$ cat config.mk
export PLATFORM = sky130hd
export DESIGN_NAME = counter_monitor
export DESIGN_NICKNAME = d
export VERILOG_FILES = /design/src/rtl/counter_monitor.sv
export SDC_FILE = /design/constraint.sdc
export NUM_CORES = 1
export LEC_CHECK = 0
export BUFFER_PORTS_ARGS = -buffer_cell sky130_fd_sc_hd__buf_2
export CAP_MARGIN = 20
export CORE_UTILIZATION = 50
export DETAILED_ROUTE_END_ITERATION = 7
export PLACE_DENSITY_LB_ADDON = 0.08
export SYNTH_ARGS = -nofsm -noshare
export SYNTH_HDL_FRONTEND = slang
export SYNTH_SLANG_ARGS = --single-unit
$ cat constraint.sdc
create_clock -name clk -period 1.8 [get_ports clk]
set_input_delay 0.27 -clock clk [delete_from_list [all_inputs] [get_ports clk]]
set_output_delay 0.27 -clock clk [all_outputs]
set_load 0.005 [all_outputs]
$ cat src/rtl/counter_monitor.sv
// counter_monitor
//   Receive-side checker for the wrap counter stream (count, count_inv).
//   Each value is predicted with next(v) = (v >= 10) ? v - 8 : v + 1.
//   The monitor moves through three states: HUNT (no reference), SYNC
//   (building a run of correct predictions) and LOCKED. While LOCKED it
//   flags bad samples and tallies them in a saturating error counter.
//
// Ports
//   clk        rising-edge clock
//   rst        asynchronous active-high reset
//   en         sample valid; count/count_inv are ignored when low
//   count      observed counter value (W bits)
//   count_inv  observed inverted value; must equal ~count
//   clr_err    synchronous clear of err_count (wins over an increment)
//   locked     monitor is locked to the sequence
//   err        one-cycle pulse per bad sample while LOCKED
//   inv_err    one-cycle pulse per sample with count_inv != ~count
//   err_count  saturating count of err pulses (EW bits)
//   expected   current prediction of the next sample (W bits)
module counter_monitor #(
  parameter int W        = 8,
  parameter int LOCK_N   = 4,
  parameter int UNLOCK_N = 2,
  parameter int EW       = 16
) (
  input  logic          clk,
  input  logic          rst,
  input  logic          en,
  input  logic [W-1:0]  count,
  input  logic [W-1:0]  count_inv,
  input  logic          clr_err,
  output logic          locked,
  output logic          err,
  output logic          inv_err,
  output logic [EW-1:0] err_count,
  output logic [W-1:0]  expected
);

  localparam int MW = $clog2(LOCK_N + 1);
  localparam int UW = $clog2(UNLOCK_N + 1);

  typedef enum logic [1:0] {
    HUNT   = 2'd0,
    SYNC   = 2'd1,
    LOCKED = 2'd2
  } state_e;

  // Sequence rule shared by every prediction; W >= 4 keeps both branches
  // free of wrap-around.
  function automatic logic [W-1:0] next_val(input logic [W-1:0] v);
    return (v >= W'(10)) ? v - W'(8) : v + W'(1);
  endfunction

  state_e          state_q, state_d;
  logic [W-1:0]    expected_q, expected_d;
  logic [MW-1:0]   match_cnt_q, match_cnt_d;
  logic [UW-1:0]   miss_cnt_q, miss_cnt_d;
  logic            locked_q, locked_d;
  logic            err_q, err_d;
  logic            inv_err_q, inv_err_d;
  logic [EW-1:0]   err_count_q, err_count_d;

  logic            inv_ok;
  logic            match;

  assign inv_ok = (count_inv == ~count);
  assign match  = (count == expected_q);

  always_comb begin
    // NOTE: every signal driven here gets a default first, so no path
    // through the case/if tree can leave one unassigned and infer a latch.
    state_d     = state_q;
    expected_d  = expected_q;
    match_cnt_d = match_cnt_q;
    miss_cnt_d  = miss_cnt_q;
    err_d       = 1'b0;
    inv_err_d   = 1'b0;
    err_count_d = err_count_q;

    if (en) begin
      inv_err_d = !inv_ok;
      unique case (state_q)
        HUNT: begin
          if (inv_ok) begin
            expected_d  = next_val(count);
            match_cnt_d = '0;
            state_d     = SYNC;
          end
        end
        SYNC: begin
          if (!inv_ok) begin
            state_d = HUNT;
          end else if (match) begin
            expected_d  = next_val(expected_q);
            match_cnt_d = match_cnt_q + 1'b1;
            if (match_cnt_q == MW'(LOCK_N - 1)) begin
              state_d    = LOCKED;
              miss_cnt_d = '0;
            end
          end else begin
            // Trusted inverse but wrong value: restart the run from here.
            expected_d  = next_val(count);
            match_cnt_d = '0;
          end
        end
        LOCKED: begin
          // Prediction free-runs; a bad sample never re-seeds it.
          expected_d = next_val(expected_q);
          if (inv_ok && match) begin
            miss_cnt_d = '0;
          end else begin
            err_d      = 1'b1;
            miss_cnt_d = miss_cnt_q + 1'b1;
            if (miss_cnt_q == UW'(UNLOCK_N - 1)) begin
              state_d    = HUNT;
              miss_cnt_d = '0;
            end
          end
        end
        default: state_d = HUNT;
      endcase
    end

    if (clr_err) begin
      err_count_d = '0;
    end else if (err_d && (err_count_q != '1)) begin
      err_count_d = err_count_q + 1'b1;
    end

    locked_d = (state_d == LOCKED);
  end

  // NOTE: state registers use non-blocking assignments so every flop samples
  // the values computed before the edge, independent of statement order.
  always_ff @(posedge clk or posedge rst) begin
    if (rst) begin
      state_q     <= HUNT;
      expected_q  <= '0;
      match_cnt_q <= '0;
      miss_cnt_q  <= '0;
      locked_q    <= 1'b0;
      err_q       <= 1'b0;
      inv_err_q   <= 1'b0;
      err_count_q <= '0;
    end else begin
      state_q     <= state_d;
      expected_q  <= expected_d;
      match_cnt_q <= match_cnt_d;
      miss_cnt_q  <= miss_cnt_d;
      locked_q    <= locked_d;
      err_q       <= err_d;
      inv_err_q   <= inv_err_d;
      err_count_q <= err_count_d;
    end
  end

  assign locked    = locked_q;
  assign err       = err_q;
  assign inv_err   = inv_err_q;
  assign err_count = err_count_q;
  assign expected  = expected_q;

endmodule

==> results of run 1 <==
## power breakdown
group | internal [mW] | switching [mW]
Clock | 0.260 | 0.275
Combinational | 0.623 | 0.733
Sequential | 0.853 | 0.116
## how the worst max path moves through the flow
stage / endpoint / cells after the start / start / slack (ps)
6_report: err_count[5] / 7 / expected[4] / -290
5_1_grt: err_count[5] / 7 / expected[4] / -320
4_1_cts: locked / 6 / expected[2] / -180
3_5_place_dp: miss_cnt_q[0] / 7 / count[1] / -240
3_3_place_gp: err_count[5] / 7 / expected[6] / -230
2_1_floorplan: miss_cnt_q[0] / 6 / expected[1] / -170
## kinds of logic (layout without fill, tap and decap cells)
family	count (synthesis)	count (layout)	synth area share (%)
mux	4	4	1.737
other cells	0	1	0
xor+xnor	31	31	11.09
simple gates	110	110	24.58
flops	34	34	34.75
fa+ha+maj	15	15	7.665
buf+inv	29	140	5.161
compound gates	57	57	15.02
## sequential cells by signal (all words and copies together) (netlist names)
name,count
err_count,16
expected,8
match_cnt_q,3
miss_cnt_q,2
state_q,2
err,1
inv_err,1
locked,1
## critical path: stages, from the launching register on
cell	delay, ps
dfrtp_1	430
xor2_1	200
nor4_2	430
and4_4	330
buf_12	130
nor3_4	40
nand4_1	110
mux2_4	300
## layout make-up
cell class              count  share of cell area, %
multi-input cells         217                  49.19
clock inverters             2                 0.2657
flip-flops and latches     34                  22.65
well taps                  67                  2.225
repair buffers            119                  22.32
inverters                  14                  1.461
diodes                      1                0.06642
clock buffers               5                  1.827
## through the flow
step	utilization (%)	std cells	hold slack, ps	cell area, sq um	total power, mW
6_report	79.76	459	68.26	3767	2.860
4_1_cts	77.72	457	80.84	3671	2.698
3_3_place_gp	69.70	445	383.1	3292	1.912
3_5_place_dp	69.70	445	390.0	3292	1.934
2_1_floorplan	-	280	411.5	2571	1.473
5_1_grt	79.76	459	111.7	3767	3.014
## metal layers
metal / wire length, um / share of wire (%)
met1: 3083 / 42
met2: 3681 / 51
met3: 217 / 3.0
met4: 305 / 4.2
met5: 0 / 0
## Yosys cell counts, types with 3 or more instances
cell type	n	area share [%]
a21o_1	3	0.92
a21oi_1	12	2.5
a31oi_1	4	1.0
and2_1	3	0.77
and3_1	5	1.3
and4_1	3	1.1
buf_2	6	1.2
clkbuf_1	5	0.77
dfrtp_1	34	35
ha_1	15	7.7
inv_1	14	2.1
nand2_1	19	2.9
nand2b_1	4	1.0
nand3_1	7	1.4
nand4_1	6	1.5
nor2_1	24	3.7
nor2b_1	5	1.3
nor3_1	10	2.0
nor4_1	9	2.3
o211ai_1	4	1.2
o21ai_0	20	4.1
or4_1	4	1.2
xnor2_1	21	7.5
xor2_1	10	3.6
## timing repair
action / in CTS / in global routing
pin swaps: 13 / 11
cloned: 1 / 0
setup buffers: 5 / 2
resized for setup: 54 / 21
endpoints found under the setup margin: 31 / 32
==> out/results.txt, run 1 <==
outcome: complete, but fails checks
failing checks: negative setup slack
# setup viols final: 31
met3 usage: 4.444%
met1 usage in global routing: 35.14%
type of origin of the critical path: flop
FF-to-FF path depth: 7
cell area power density: 759.1 mW/mm^2
worst r2r dst: err_count[5]
gr ovfl total: 0
FMAX: 479.1 MHz
Final nets: 426
leakage: 1.673 nW
distinct cell type count after synthesis: 48
Worst-Margin Slew: 431.5 ps
GR Util met2: 49.90%
RSZ-0062 raised after global routing: true
critical path class: flop to flop
commonest non-fill, non-tap cell in the layout: buf_4
Slew Viols, Final: 0
Max clock buf depth: 2
WL/cell: 15.88 um
final worst setup slack: -287.3 ps
period utilisation layout: 116.0%
Clock transition at path regs: 70 ps
Reg area: 853.3 sq um
CP endpoint kind: flop
max cap viols: 0
first-pass GRT wire length: 11520 um
Mapped Avg Cell Area: 8.745 sq um
DRT Wirelength: 7287 um
CTS root buf: clkbuf_8
Hold/Removal Path Class: primary input to async pin
Initial Util: 51.84%
die area: 0.005181 sq mm
worst path required time: 1970 ps
R2R Setup Slk: -290 ps
cts hold-fix bufs: 0
syn nets: 315
pre-CTS WS: -240.5 ps
slew margin rel.: 71.23%
most frequent cells in the layout: buf_4, buf_2, dfrtp_1
pin count of the biggest net entering global routing: 35
Ports: 47
1st-pass router iterations: 4
reg2reg start: expected[4]
routed via count: 2552
Final Hold Viols: 0
maximum VDD drop: 0.7863 mV
Multi-input gate area: 0.001853 sq mm
CTS HTree Levels: 2
DPL Wire Length: 4877 um
fillers: 317
Syn Inst Count: 280
cts bufs inserted: 5
ys flop type: dfrtp_1
IO Port Bufs: 46
Die H: 71.98 um
total track usage: 28.91%
post-layout minimum cycle time: 2087 ps
core area: 0.004723 sq mm
asr flop ratio synth: 100.0%
die span in x: 71.98 um
Layout Skew: 1.946 ps
critical path arrival: 2260 ps
clock sink count: 34
ANT nets after route: 0
Post-route DRC: 0
EDFF count, synth: 0
layout cells sized above 1: 47.83%
CP max FO: 6
busiest grt layer: met2
worst skew pair latency: 280 ps
Layout area overhead: 53.86%
initial antenna violation count: 1
Row Count: 25
CTS tree: built
Via density: 5.560
synthesized area: 0.002449 sq mm
sequential fraction of the synthesis area: 34.75%
setup_tns: -5568 ps
Yosys reg bits: 34
Synth Warn #: 0
vias in the first global route: 2565
Placer Congestion: 0.8313
1st-iter DRT viols: 106
No activity file was read; power rests on OpenSTA's default activity.
==> inputs of run 2 (changes only) <==
CORE_UTILIZATION = 60   (was 50)
GPL_TIMING_DRIVEN = 0   (was not set)
clock period = 2.5 ns   (was 1.8 ns; I/O delays follow)
==> run 2 against run 1 <==
The flow now finishes without violations; cell count decreased by 17%; global-route usage up 0.88 points; sequential share of layout area is 6.7 points higher; register-to-register slack better by 430 ps; worst setup slack improved by 430 ps; maximum frequency down 11%; first-iteration DRC count up 97%; hold slack better by 55 ps; critical path type unchanged; critical endpoint is now expected[4].
==> out/results.txt, run 2 (synthesized netlist as in run 1, its figures left out) <==
Post-route DRC: 0 (unchanged)
IO Port Bufs: 43 (was 46)
core area: 0.003799 sq mm (was 0.004723 sq mm)
max cap viols: 0 (unchanged)
Multi-input gate area: 0.001478 sq mm (was 0.001853 sq mm)
most frequent cells in the layout: buf_2, dfrtp_1, nor2_1 (was buf_4, buf_2, dfrtp_1)
clock sink count: 34 (unchanged)
post-CTS sizing: 0 (was 54)
Reg area: 850.8 sq um (was 853.3 sq um)
leakage: 1.323 nW (was 1.673 nW)
ANT nets after route: 0 (unchanged)
CTS root buf: clkbuf_8 (unchanged)
slew margin rel.: 33.67% (was 71.23%)
period utilisation layout: 94.15% (was 116.0%)
# diodes: 0 (was 1)
setup_tns: 0 ps (was -5568 ps)
cell area power density: 642.5 mW/mm^2 (was 759.1 mW/mm^2)
Cell Area, Placed: 0.002751 sq mm (was 0.003292 sq mm)
Worst-Margin Slew: 984.6 ps (was 431.5 ps)
FMAX: 424.9 MHz (was 479.1 MHz)
Ports: 47 (unchanged)
layout cells sized above 1: 21.39% (was 47.83%)
Clock transition at path regs: 70 ps (about the same)
CP endpoint kind: flop (unchanged)
WL/cell: 15.36 um (was 15.88 um)
critical path arrival: 2520 ps (was 2260 ps)
worst path required time: 2670 ps (was 1970 ps)
Die H: 65.88 um (was 71.98 um)
RSZ-0062 raised after global routing: false (was true)
outcome: completed (was complete, but fails checks)
DRT Wirelength: 5836 um (was 7287 um)
Final Hold Viols: 0 (unchanged)
# setup viols final: 0 (was 31)
CP peak stage delay: 500 ps (was 430 ps)
fillers: 284 (was 317)
Post-CTS Setup Bufs: 0 (was 5)
Placer Congestion: 0.8716 (was 0.8313)
CTS tree: built (unchanged)
CTS HTree Levels: 2 (unchanged)
critical path class: flop to flop (unchanged)
initial antenna violation count: 0 (was 1)
crit-path cells: buf_2 > xor2_1 > or4_1 > nor2_1 > o21ai_0 > a211oi_1 > a21oi_1 (was xor2_1 > nor4_2 > and4_4 > buf_12 > nor3_4 > nand4_1 > mux2_4)
max FFs per register: 16 (unchanged)
Final nets: 366 (was 426)
vias in the first global route: 2056 (was 2565)
maximum VDD drop: 0.5239 mV (was 0.7863 mV)
DPL Wire Length: 4317 um (was 4877 um)
slowest CP cell: or4_1 (was dfrtp_1)
post-layout minimum cycle time: 2354 ps (was 2087 ps)
Max clock buf depth: 2 (unchanged)
type of origin of the critical path: flop (unchanged)
Via density: 5.932 (was 5.560)
CP max FO: 8 (was 6)
commonest non-fill, non-tap cell in the layout: buf_2 (was buf_4)
Row Count: 22 (was 25)
1st-iter DRT viols: 209 (was 106)
die area: 0.004340 sq mm (was 0.005181 sq mm)
first-pass GRT wire length: 9715 um (was 11520 um)
Layout area overhead: 18.50% (was 53.86%)
pin count of the biggest net entering global routing: 23 (was 35)
Hold/Removal Path Class: primary input to async pin (unchanged)
gr ovfl total: 0 (unchanged)
fin area: 0.002902 sq mm (was 0.003767 sq mm)
total track usage: 29.79% (was 28.91%)
cts bufs inserted: 5 (unchanged)
cts hold-fix bufs: 0 (unchanged)
Slew Viols, Final: 0 (unchanged)
routed via count: 2254 (was 2552)
die span in x: 65.88 um (was 71.98 um)
Initial Util: 64.46% (was 51.84%)
worst skew pair latency: 290 ps (was 280 ps)
1st-pass router iterations: 6 (was 4)
Layout Skew: 5.206 ps (was 1.946 ps)
==> run 2: cell types whose count changed in the layout (fill, tap and decap cells not counted), sizes merged <==
cell    change
bufinv      +2
clkinv      -2
diode       -1
clkbuf      +8
buf        -67
==> run 2: final cells by class <==
cell class	instances	share of cell area (%)
multi-input combinational	217	50.93
inverter	14	1.811
sequential	34	29.32
clock inverter	2	2.070
buffer	15	2.587
tap	48	2.070
clock buffer	6	2.846
timing repair buffer	44	8.366
==> run 2: path summary, 6_finish.rpt <==
path | start | endpoint | slack (ps) | cells after the start
max reg2reg | expected[3] | expected[4] | 150 | 7
min reg2reg | miss_cnt_q[1] | miss_cnt_q[1] | 490 | 1
max | expected[3] | expected[4] | 150 | 7
min | rst | state_q[1] | 120 | 2
min in group clk | clr_err | err_count[15] | 450 | 2
max in group asynchronous | rst | err_count[3] | 1880 | 3
==> run 2: routing by layer <==
layer / global-route usage, % / wire [um]
met1: 40.00 / 2613
met2: 48.34 / 2834
met3: 5.517 / 278
met4: 8.696 / 110
met5: 0 / 0
==> run 2: metrics by stage <==
step	power, mW	setup WS [ps]	instances	hold WS (ps)	util (%)
CTS	1.853	155.9	380	138.7	76.19
global route	1.968	15.41	380	164.4	76.38
global placement	1.196	54.98	371	464.0	71.71
floorplan	1.033	440.3	280	448.9	-
detailed placement	1.213	18.00	372	453.1	72.43
finish	1.864	146.3	380	122.8	76.38
==> run 2: critical path, delay by kind of cell, from the launching register on <==
family                 cells  cell delay, ps
AO/OA/AOI/OAI              3             770
AND/OR/NAND/NOR            2             690
flip-flops                 1             390
XOR/XNOR                   1             190
buffers and inverters      1             180
==> run 2: power breakdown <==
part / internal (mW) / switching, mW
clock network: 0.425 / 0.209
logic: 0.215 / 0.283
registers: 0.611 / 0.120
total: 1.25 / 0.612
==> inputs of run 3 (changes only) <==
REMOVE_ABC_BUFFERS = 1   (was not set)
==> run 3 against run 2 <==
Global-route usage decreased by 2.7 points; routed wire length shrank 8.3%; sequential share of layout area increased by 0.98 points; cell count shrank 3.2%; clock skew grew 0.77 ps; critical path type unchanged.
==> out/results.txt, run 3 (synthesized netlist as in run 1, its figures left out) <==
Crit path max-delay family: simple AND/OR/NAND/NOR gates (was compound AO/OA/AOI/OAI gates)
total track usage: 27.05% (was 29.79%)
1st-pass router iterations: 7 (was 6)
Hold Worst Slack: 106.8 ps (was 122.8 ps)
CTS tree: built (unchanged)
clock sink count: 34 (unchanged)
pin count of the biggest net entering global routing: 25 (was 23)
type of origin of the critical path: flop (unchanged)
commonest non-fill, non-tap cell in the layout: buf_2 (unchanged)
met1 usage in global routing: 36.47% (was 40.00%)
die area: 0.004340 sq mm (unchanged)
Initial Util: 64.46% (unchanged)
FF-to-FF path depth: 6 (was 7)
maximum VDD drop: 0.5328 mV (was 0.5239 mV)
CTS HTree Levels: 2 (unchanged)
pre-CTS WS: -9.531 ps (was 18.00 ps)
ANT nets after route: 0 (unchanged)
routed via count: 2213 (was 2254)
# setup viols final: 0 (unchanged)
cts bufs inserted: 5 (unchanged)
CP bufs+invs: 0 (was 1)
R2R Setup Slk: 50 ps (was 150 ps)
slew margin rel.: 37.59% (was 33.67%)
CP endpoint kind: flop (unchanged)
Worst-Margin Slew: 926.4 ps (was 984.6 ps)
die span in x: 65.88 um (unchanged)
WP depth: 6 (was 7)
crit-path cells: xor2_1 > nor4_1 > and4_2 > nor3_2 > nand4_1 > mux2_2 (was buf_2 > xor2_1 > or4_1 > nor2_1 > o21ai_0 > a211oi_1 > a21oi_1)
Setup crit start: expected[3] (unchanged)
outcome: completed (unchanged)
GR Util met2: 43.11% (was 48.34%)
IO Port Bufs: 46 (was 43)
DRT Wirelength: 5351 um (was 5836 um)
critical path class: flop to flop (unchanged)
initial antenna violation count: 0 (unchanged)
Max clock buf depth: 2 (unchanged)
final worst setup slack: 49.97 ps (was 146.3 ps)
critical path arrival: 2630 ps (was 2520 ps)
fin util: 73.91% (was 76.38%)
Via density: 6.014 (was 5.932)
RSZ-0062 raised after global routing: true (was false)
max FFs per register: 16 (unchanged)
core area: 0.003799 sq mm (unchanged)
Setup crit end: err_count[5] (was expected[4])
Slew Viols, Final: 0 (unchanged)
first-pass GRT wire length: 8873 um (was 9715 um)
worst skew pair latency: 290 ps (about the same)
CP max FO: 16 (was 8)
cts hold-fix bufs: 0 (unchanged)
DPL Wire Length: 3896 um (was 4317 um)
Layout Skew: 5.976 ps (was 5.206 ps)
Layout area overhead: 14.67% (was 18.50%)
slowest CP cell: dfrtp_1 (was or4_1)
# diodes: 0 (unchanged)
FMAX: 408.2 MHz (was 424.9 MHz)
WL/cell: 14.54 um (was 15.36 um)
most frequent cells in the layout: buf_2, dfrtp_1, nor2_1 (unchanged)
worst path required time: 2680 ps (was 2670 ps)
Ports: 47 (unchanged)
Power Total: 1.707 mW (was 1.864 mW)
leakage: 1.265 nW (was 1.323 nW)
worst r2r dst: err_count[5] (was expected[4])
Row Count: 22 (unchanged)
max cap viols: 0 (unchanged)
CTS root buf: clkbuf_8 (unchanged)
vias in the first global route: 1963 (was 2056)
cell area power density: 607.8 mW/mm^2 (was 642.5 mW/mm^2)
Hold/Removal Path Class: primary input to async pin (unchanged)
1st-iter DRT viols: 106 (was 209)
Clock transition at path regs: 70 ps (about the same)
period utilisation layout: 98.00% (was 94.15%)
gr ovfl total: 0 (unchanged)
met3 usage: 4.828% (was 5.517%)
reg2reg start: expected[3] (unchanged)
Final nets: 354 (was 366)
Final Hold Viols: 0 (unchanged)
Placer Congestion: 0.8475 (was 0.8716)
busiest grt layer: met2 (unchanged)
Post-route DRC: 0 (unchanged)
layout cells sized above 1: 19.69% (was 21.39%)
post-layout minimum cycle time: 2450 ps (was 2354 ps)
Die H: 65.88 um (unchanged)
CP peak stage delay: 510 ps (was 500 ps)
-- run 3: cell count changes in the layout (fill, tap and decap cells not counted) --
cell       delta
a41oi_1       -1
a41oi_2       +1
and4_1        -1
and4_2        +1
buf_1         -1
buf_2         -3
buf_6         -1
bufinv_16     -1
clkbuf_1      -2
clkbuf_2      -3
clkbuf_8      -1
nor4_1        +1
nor4_2        -1
-- run 3: worst min path at each step --
| stage | start | end | slack (ps) | cells after the start |
|---|---|---|---|---|
| after floorplan | clr_err | err_count[9] | 440 | 1 |
| after global placement | miss_cnt_q[1] | miss_cnt_q[1] | 460 | 1 |
| after detailed placement | rst | err_count[0] | 430 | 2 |
| after CTS | rst | err_count[0] | 120 | 2 |
| after global routing | rst | err_count[7] | 150 | 2 |
| final | rst | err_count[7] | 110 | 2 |
-- run 3: worst reg2reg max path, cell delays in order (launching register included) --
cell and delay (ps):
dfrtp_1 510, xor2_1 230, nor4_1 470, and4_2 510, nor3_2 150, nand4_1 140, mux2_2 340
-- run 3: through the flow --
| stage | TNS (ps) | instances | instance area (sq um) |
|---|---|---|---|
| after global routing | -98.95 | 368 | 2808 |
| after floorplan | 0 | 265 | 2375 |
| after detailed placement | -12.01 | 360 | 2693 |
| after global placement | -5.865 | 359 | 2665 |
| after CTS | 0 | 368 | 2799 |
| final | 0 | 368 | 2808 |
-- run 3: routing by layer --
layer	vias to the layer above	wire, um
met3	8	218
met5	-	0
met2	53	2535
met1	1066	2527
li1	1086	-
met4	0	70
-- run 3: cell type report --
cell class / instances / area (sq um)
clock buffers: 7 / 76.32
clock inverters: 1 / 30.03
fillers: 315 / 991.0
inverters: 14 / 52.55
multi-input cells: 217 / 1480
flip-flops and latches: 34 / 850.8
well taps: 48 / 60.06
repair buffers: 47 / 257.7
-- run 3: what timing repair did --
item | in CTS | in global routing
setup endpoints to repair | 0 | 10
gates resized for setup | 0 | 2
buffers inserted | 0 | 0
-- run 3: power breakdown --
group          leakage (nW)  switching, mW  internal, mW
Clock                0.0524          0.200         0.298
Combinational         0.751          0.258         0.205
Sequential            0.461          0.134         0.611
Total                  1.26          0.592          1.11
